[config.mk]
export PLATFORM = sky130hd
export DESIGN_NAME = fifo_prog
export DESIGN_NICKNAME = d
export VERILOG_FILES = /design/src/rtl/fifo_pkg.sv /design/src/rtl/fifo_ptr.sv /design/src/rtl/fifo_prog.sv
export SDC_FILE = /design/constraint.sdc
export NUM_CORES = 1
export LEC_CHECK = 0
export BUFFER_PORTS_ARGS = -buffer_cell sky130_fd_sc_hd__buf_4
export CORE_ASPECT_RATIO = 0.8
export CORE_MARGIN = 2
export CORE_UTILIZATION = 56
export CTS_CLUSTER_DIAMETER = 80
export DETAILED_ROUTE_END_ITERATION = 8
export HOLD_SLACK_MARGIN = 0.08
export PLACE_DENSITY_LB_ADDON = 0.2
export SLEW_MARGIN = 20
export SYNTH_ARGS = -nofsm -noshare
export SYNTH_HDL_FRONTEND = slang
export SYNTH_HIERARCHICAL = 1
export SYNTH_SLANG_ARGS = --single-unit
[constraint.sdc]
create_clock -name clk -period 3.5 [get_ports clk]
set_clock_uncertainty 0.1 [all_clocks]
set_input_delay 0.35 -clock clk [delete_from_list [all_inputs] [get_ports clk]]
set_output_delay 0.35 -clock clk [all_outputs]
set_load 0.02 [all_outputs]
[src/rtl/fifo_pkg.sv]
// Shared FIFO pointer definitions: pointer struct and next-pointer step.
// Index wraps at depth-1 and toggles the phase bit, so any depth >= 2 works.
package fifo_pkg;

    localparam int PTR_MAX_W = 16;

    typedef struct packed {
        logic                 phase;
        logic [PTR_MAX_W-1:0] idx;
    } ptr_t;

    function automatic ptr_t ptr_next(input ptr_t p, input int unsigned depth);
        ptr_t n;
        if (32'(p.idx) == depth - 1) begin
            n.idx   = '0;
            n.phase = ~p.phase;
        end else begin
            n.idx   = p.idx + PTR_MAX_W'(1);
            n.phase = p.phase;
        end
        return n;
    endfunction

endpackage

[src/rtl/fifo_ptr.sv]
// FIFO pointer: index 0..DEPTH-1 plus phase bit, increment and sync clear.
// Ports: clk, rst_n, clr_i, inc_i -> idx_o, phase_o.
module fifo_ptr
    import fifo_pkg::*;
#(
    parameter int DEPTH = 32,
    parameter int AW    = $clog2(DEPTH)
) (
    input  logic          clk,
    input  logic          rst_n,
    input  logic          clr_i,
    input  logic          inc_i,
    output logic [AW-1:0] idx_o,
    output logic          phase_o
);

    logic [AW-1:0] idx_q, idx_d;
    logic          phase_q, phase_d;
    ptr_t          cur, nxt;

    always_comb begin
        cur.phase = phase_q;
        cur.idx   = PTR_MAX_W'(idx_q);
        nxt       = ptr_next(cur, DEPTH);
        idx_d     = idx_q;
        phase_d   = phase_q;
        if (clr_i) begin
            idx_d   = '0;
            phase_d = 1'b0;
        end else if (inc_i) begin
            idx_d   = AW'(nxt.idx);
            phase_d = nxt.phase;
        end
    end

    always_ff @(posedge clk or negedge rst_n) begin
        if (!rst_n) begin
            idx_q   <= '0;
            phase_q <= 1'b0;
        end else begin
            idx_q   <= idx_d;
            phase_q <= phase_d;
        end
    end

    assign idx_o   = idx_q;
    assign phase_o = phase_q;

endmodule

[src/rtl/fifo_prog.sv]
// Single-clock FWFT FIFO, any depth, valid/ready, programmable watermarks,
// sync flush, sticky overflow/underflow. Ports: write side (data_i,
// wr_valid_i, wr_ready_o), read side (data_o, rd_valid_o, rd_ready_i),
// thresholds, status (full/empty/almost/counter), error flags + err_clr_i.
module fifo_prog
    import fifo_pkg::*;
#(
    parameter  int DATA_WIDTH = 8,
    parameter  int FIFO_DEPTH = 32,
    localparam int ADDR_WIDTH = $clog2(FIFO_DEPTH)
) (
    input  logic                  clk,
    input  logic                  rst_n,
    input  logic                  flush_i,
    input  logic [DATA_WIDTH-1:0] data_i,
    input  logic                  wr_valid_i,
    output logic                  wr_ready_o,
    output logic [DATA_WIDTH-1:0] data_o,
    output logic                  rd_valid_o,
    input  logic                  rd_ready_i,
    input  logic [ADDR_WIDTH:0]   afull_thr_i,
    input  logic [ADDR_WIDTH:0]   aempty_thr_i,
    output logic                  full_o,
    output logic                  empty_o,
    output logic                  almost_full_o,
    output logic                  almost_empty_o,
    output logic [ADDR_WIDTH:0]   counter_o,
    output logic                  overflow_o,
    output logic                  underflow_o,
    input  logic                  err_clr_i
);

    localparam int CW = ADDR_WIDTH + 1;

    logic [DATA_WIDTH-1:0] mem_q [FIFO_DEPTH];

    logic [ADDR_WIDTH-1:0] wr_idx, rd_idx;
    logic                  wr_ph, rd_ph;
    logic                  full, empty;
    logic [CW-1:0]         count;
    logic                  wr_acc, rd_acc;
    logic                  ovf_q, ovf_d, unf_q, unf_d;

    fifo_ptr #(.DEPTH(FIFO_DEPTH), .AW(ADDR_WIDTH)) u_wr_ptr (
        .clk     (clk),
        .rst_n   (rst_n),
        .clr_i   (flush_i),
        .inc_i   (wr_acc),
        .idx_o   (wr_idx),
        .phase_o (wr_ph)
    );

    fifo_ptr #(.DEPTH(FIFO_DEPTH), .AW(ADDR_WIDTH)) u_rd_ptr (
        .clk     (clk),
        .rst_n   (rst_n),
        .clr_i   (flush_i),
        .inc_i   (rd_acc),
        .idx_o   (rd_idx),
        .phase_o (rd_ph)
    );

    always_comb begin
        empty = (wr_idx == rd_idx) && (wr_ph == rd_ph);
        full  = (wr_idx == rd_idx) && (wr_ph != rd_ph);
        if (wr_ph == rd_ph) begin
            count = CW'(wr_idx) - CW'(rd_idx);
        end else begin
            count = CW'(FIFO_DEPTH) + CW'(wr_idx) - CW'(rd_idx);
        end
        // Flush drops both transfers that cycle.
        wr_acc = wr_valid_i && !full && !flush_i;
        rd_acc = rd_ready_i && !empty && !flush_i;
        // A new error beats a same-cycle clear; flush beats everything.
        ovf_d = ovf_q;
        unf_d = unf_q;
        if (flush_i) begin
            ovf_d = 1'b0;
            unf_d = 1'b0;
        end else begin
            if (wr_valid_i && full) begin
                ovf_d = 1'b1;
            end else if (err_clr_i) begin
                ovf_d = 1'b0;
            end
            if (rd_ready_i && empty) begin
                unf_d = 1'b1;
            end else if (err_clr_i) begin
                unf_d = 1'b0;
            end
        end
    end

    always_ff @(posedge clk or negedge rst_n) begin
        if (!rst_n) begin
            ovf_q <= 1'b0;
            unf_q <= 1'b0;
        end else begin
            ovf_q <= ovf_d;
            unf_q <= unf_d;
        end
    end

    // Storage is intentionally not reset.
    always_ff @(posedge clk) begin
        if (wr_acc) begin
            mem_q[wr_idx] <= data_i;
        end
    end

    assign data_o         = empty ? '0 : mem_q[rd_idx];
    assign wr_ready_o     = !full;
    assign rd_valid_o     = !empty;
    assign full_o         = full;
    assign empty_o        = empty;
    assign counter_o      = count;
    assign almost_full_o  = (count >= afull_thr_i);
    assign almost_empty_o = (count <= aempty_thr_i);
    assign overflow_o     = ovf_q;
    assign underflow_o    = unf_q;

endmodule

After elaboration in Yosys (flattened, before gate mapping)
Memory sizes are Yosys's and may differ from the RTL's.
Index checks and enable logic that the tools add are counted.

operators by class
  bitwise operators = 2
  reductions and logical operators = 19
  multiplexer cells = 19
  magnitude comparators = 2
  equal/unequal tests = 5
  add/sub/neg operators = 5

operators with widths
  cell                                                            number
  17-bit two-way mux                                              2
  5-bit two-way mux                                               4
  5-bit by 1-bit adder with 6-bit output (second input constant)  2
  1-bit two-way mux                                               11
  5-bit equality test (second input constant)                     2
  1-bit logical AND                                               8
  8-bit two-way mux                                               1
  2-bit nonzero test                                              4
  6-bit by 5-bit adder with 6-bit output (first input constant)   1
  6-bit greater-or-equal comparator                               1
  6-bit less-or-equal comparator                                  1
  6-bit two-way mux                                               1
  3-bit nonzero test                                              2
  5-bit by 5-bit subtractor with 6-bit output                     1
  6-bit by 5-bit subtractor with 6-bit output                     1
  5-bit equality test                                             1
  2-bit AND reduction                                             2
  1-bit zero test                                                 3
  1-bit NOT                                                       2
  1-bit equality test                                             1
  1-bit != test                                                   1

word-level totals
  output and inout bits = 22
  RAM bits = 256
  memories = 1
  flip-flop bits (word level) = 14

memory list
  name   depth  bits a word  read ports  clocked after Yosys merged registers in  write ports  line             source
  mem_q  32     8            1           0                                        1            fifo_prog.sv:35  logic [DATA_WIDTH-1:0] mem_q [FIFO_DEPTH];

Longest topological paths before layout
  depth after elaboration = 7
  mapped depth = 12
  depth with buffers taken out = 12

Hierarchy
The synthesis kept the hierarchy.

by module, submodules not included
  module     instances  area an instance (µm²)  seq. area each (µm²)  cells each
  fifo_prog  1          10,757.8                7,737.4               569
  fifo_ptr   2          315.3                   150.1                 29

Least setup slack after synthesis
OpenSTA, ideal clock, no wires.

  kind = register -> output
  start point = register u_rd_ptr.idx_q[1] (netlist: u_rd_ptr/idx_o[1])
  end point = output port almost_full_o
  stages on the path, launching flop included = 12
  path buffers = 1
  data arrival time = 2,782 ps
  required time = 3,050 ps
  path slack = 268 ps
  path through = dfrtp_1 buf_6 inv_1 ha_1 nor2b_1 o21ai_0 a21boi_0 or4_1 nand3_1 ha_1 nand2_1 o21ai_0

between the ends
  longest elaborated chain between the ends = 3
  elaborated cells on any way between the ends = 4

RTL lines
  item                                                                                                        line                              source
  start: declaration                                                                                          fifo_ptr.sv:17                    logic [AW-1:0] idx_q, idx_d;
  start signal: assignment                                                                                    fifo_ptr.sv:41                    idx_q <= idx_d;
  6-bit by 5-bit subtractor with 6-bit output or 5-bit by 5-bit subtractor with 6-bit output (tied branches)  fifo_prog.sv:68, fifo_prog.sv:66
  6-bit two-way mux (*)                                                                                       fifo_prog.sv:65                   if (wr_ph == rd_ph) begin
  via counter_o[5]                                                                                            fifo_prog.sv:27                   output logic [ADDR_WIDTH:0] counter_o,
  6-bit greater-or-equal comparator (*)                                                                       fifo_prog.sv:116                  assign almost_full_o = (count >= afull_thr_i);
  end: declaration                                                                                            fifo_prog.sv:25                   output logic almost_full_o,

Mark *: on every way through the listed nets, which the timed path passes. The rest lies on a longest branch.

Worst setup path in the final report
  start point = register u_rd_ptr.idx_q[1] (netlist: u_rd_ptr/idx_o[1])
  end point = output port almost_empty_o

between the ends
  longest elaborated chain between the ends = 3
  elaborated cells on any way between the ends = 4

RTL lines
  item                                                                                                        line                              source
  6-bit by 5-bit subtractor with 6-bit output or 5-bit by 5-bit subtractor with 6-bit output (tied branches)  fifo_prog.sv:68, fifo_prog.sv:66
  6-bit two-way mux (*)                                                                                       fifo_prog.sv:65
  6-bit less-or-equal comparator (*)                                                                          fifo_prog.sv:117                  assign almost_empty_o = (count <= aempty_thr_i);
  end: declaration                                                                                            fifo_prog.sv:26                   output logic almost_empty_o,

Mark *: on every way between the ends. The rest lies on a longest branch, timed or not.

==> run metrics <==
EDFF count, synth=256; Initial Util=roughly 57%; clock insertion delay at the later pin of the skew report=520 ps; Layout Nets=790; syn nets=a little under 700; Sw Pwr=1330 uW; commonest non-fill, non-tap cell in the layout=edfxtp_1; worst path cell trace=inv_2, ha_1, nor2b_1, o21ai_2, a21boi_2, or4_4, nand3_4, ha_1, nand2_1, o22ai_1, a21o_1, buf_4; most used cell, CP=ha_1; Int Pwr=5200 uW; Worst setup SP type=flop; Final Cycle Share=97.3%; Detail Route Antenna Nets=0; syn avg cell area=approximately 18 um2; Worst Path Arrival=just under 3000 ps; CP Max Fanout=3; simple-gate area share of the yosys netlist=5.63%; post-DP HPWL=15.2 mm; vias in the first global route=6219; Setup-failing EPs final=0; worst vdd rail ir drop=0.464 mV; largest family of logic cells by synthesized area=multiplexers; Routed wire per std cell=23.8 um; number of I/O pins=48; synthesis-stage register bit count=270; die area=21500 um2; Mapped Cells=627; Netlist cell types=48; first-pass GRT wire length=~37 mm; GR Overflow Total=0; Crit. End Element=primary output; synth warn=6; fin cells=1025; First-pass DRT Iterations=5; CP max stage cell=or4_4; CTS buffer count=27; post-synthesis mux area share=13.5%; Hold Path Class=in2async; met2 Track Usage GR=36.7%; relative slew slack=60.2%; Final Hold Fails=0; clock sink count=270; Detailed Route WL=24.4 mm; GPL Wtd Cong=0.857; Crit path largest cell delay=approximately 500 ps; flop2flop setup slack=260 ps; GR Util met1=33.5%; Required @ worst endpoint=3050 ps; DP Cell Count=a little under 1000; Post-Synth Adder-Cell Area=2.48%; DIE WIDTH=163 um; Async SR Flop Fraction=between 5 and 6%; Port Buffers=47; largest cells by area after synthesis=edfxtp_1, mux4_2, mux4_1; core area=approximately 20000 um2; XOR/XNOR share of the synthesized area=0.385%; Post-Route Utilization=66.7%; all-layer global routing usage=between 20% and 30%; cell leakage power=0.00450 uW; drt drc=0; root buf cell=clkbuf_16; RSZ-0062 raised after global routing=yes; delay-heaviest family, CP=simple AND/OR/NAND/NOR gates; Pwr Density=between 400 and 500 nW/um2; CTS max path bufs=3; Chip Height=approximately 130 um; sequential-to-total area share from yosys stat=70.6%; met3 usage=approximately 4.4%; Buf+Inv Stages, Crit Path=2; DR vias=approximately 6200; Synth Area in Compound Gates=4.71%; Synth top area share=67.5%; max frequency=between 0.2 and 0.3 GHz; Most Crowded Layer GR=met2; sequential share of power=54.4%; CP Class=reg2out; outcome=finished clean; antenna violations before repair=0; sw frac=20.4%; row cnt=46; Clk pin slew, worst setup/hold paths=60 ps; vias per cell=6.06; Area growth syn-to-layout=16.3%; largest net degree at the start of global routing=63; ant diodes=0; combinational power share=5.8%; area leader, netlist=edfxtp_1; clock period minus worst slack=3410 ps; mapped cell area=11400 um2; top_reg_cell synth=edfxtp_1; initial DRC count=about 680; Fillers=1379; Slew Viols, Final=0; maxcap violations=0; layout cell share with drive strength beyond 1=roughly 29%; Clk pwr share=between 30% and 40%; Worst-Margin Slew=590 ps; CTS H-tree depth=1; most frequent cells in the layout=edfxtp_1, buf_4, nor2_1; CTS tree=yes
worst register-to-register path, delay by kind of cell (launching register included):
family                   cells  cell delay (ps)
AND/OR/NAND/NOR              5             1560
flip-flops                   1              540
adder cells (fa/ha/maj)      1              390
buffers and inverters        2              350
what timing repair did:
action,CTS,global route
setup buffers,0,2
endpoints found under the setup margin,3,7
cloned,0,0
hold buffers,8,0
gates resized for setup,9,16
endpoints found under the hold margin,28,0
pin swaps,1,0
kinds of logic after synthesis:
family,count (synthesis)
compound gates,71
xor+xnor,5
fa+ha+maj,22
buf+inv,45
flops,270
mux,86
simple gates,128
registers in the layout (all words and copies together) (netlist names):
| register | cells |
|---|---|
| u_rd_ptr/idx_o | 5 |
| u_rd_ptr/phase_o | 1 |
| u_wr_ptr/idx_o | 5 |
| overflow_o | 1 |
| mem_q | 256 |
| u_wr_ptr/phase_o | 1 |
| underflow_o | 1 |
synthesized netlist by cell type, types with 6 or more instances:
master and instances:
a2111oi_1 7, inv_1 21, o221ai_1 8, ha_1 21, mux2i_1 22, nand3_1 10, dfrtp_1 14, nor2_1 52
nand2_1 27, a21oi_1 10, mux4_2 34, mux2_2 16, edfxtp_1 256, o21ai_0 13, buf_6 9, mux4_1 14
a211oi_1 8, a22o_1 8, buf_2 6, nand2b_1 6
final cells by class:
cell class	count	area [um2]	area share (%)
Sequential cell	270	8050	60.8
Clock buffer	36	709	5.36
Clock inverter	12	80.1	0.605
Timing Repair Buffer	110	883	6.67
Inverter	21	78.8	0.595
Multi-Input combinational cell	312	3110	23.5
Tap cell	264	330	2.49
per-stage QoR:
stage | TNS [ps] | power [uW] | setup WS [ps] | instance area (um2) | hold slack [ps]
6_report | 0 | 6530 | 93.1 | 13200 | 123
3_5_place_dp | 0 | 3990 | 350 | 12300 | 119
4_1_cts | -10.6 | 6580 | -10.6 | 13200 | 113
5_1_grt | -40.1 | 6740 | -40.1 | 13200 | 139
2_1_floorplan | 0 | 3830 | 268 | 11400 | -45.6
3_3_place_gp | 0 | 3980 | 425 | 12300 | 112
worst paths after layout:
| kind | from | endpoint | cells past startpoint |
|---|---|---|---|
| min in group clk | data_i[1] | mem_q[26][1] | 1 |
| worst max-delay path | u_rd_ptr/idx_o[1] | almost_empty_o | 12 |
| max in group asynchronous | rst_n | u_rd_ptr/idx_o[0] | 2 |
| worst max register to register | u_rd_ptr/idx_o[4] | mem_q[12][3] | 8 |
| worst min register to register | u_wr_ptr/phase_o | u_wr_ptr/phase_o | 2 |
| worst min-delay path | rst_n | underflow_o | 2 |
power groups by stage:
stage / clock network (uW) / registers (uW) / logic (uW)
floorplan: 0 / 3620 / 210
global placement: 0 / 3620 / 357
detailed placement: 0 / 3620 / 366
CTS: 2650 / 3550 / 376
global route: 2780 / 3550 / 412
finish: 2590 / 3550 / 380
per-layer routing:
metal / vias up / wire length (um)
li1: 2758 / -
met1: 3195 / 10600
met2: 214 / 11500
met3: 40 / 1740
met4: 0 / 536
met5: - / 0
Power figures use the tool's default switching activity.
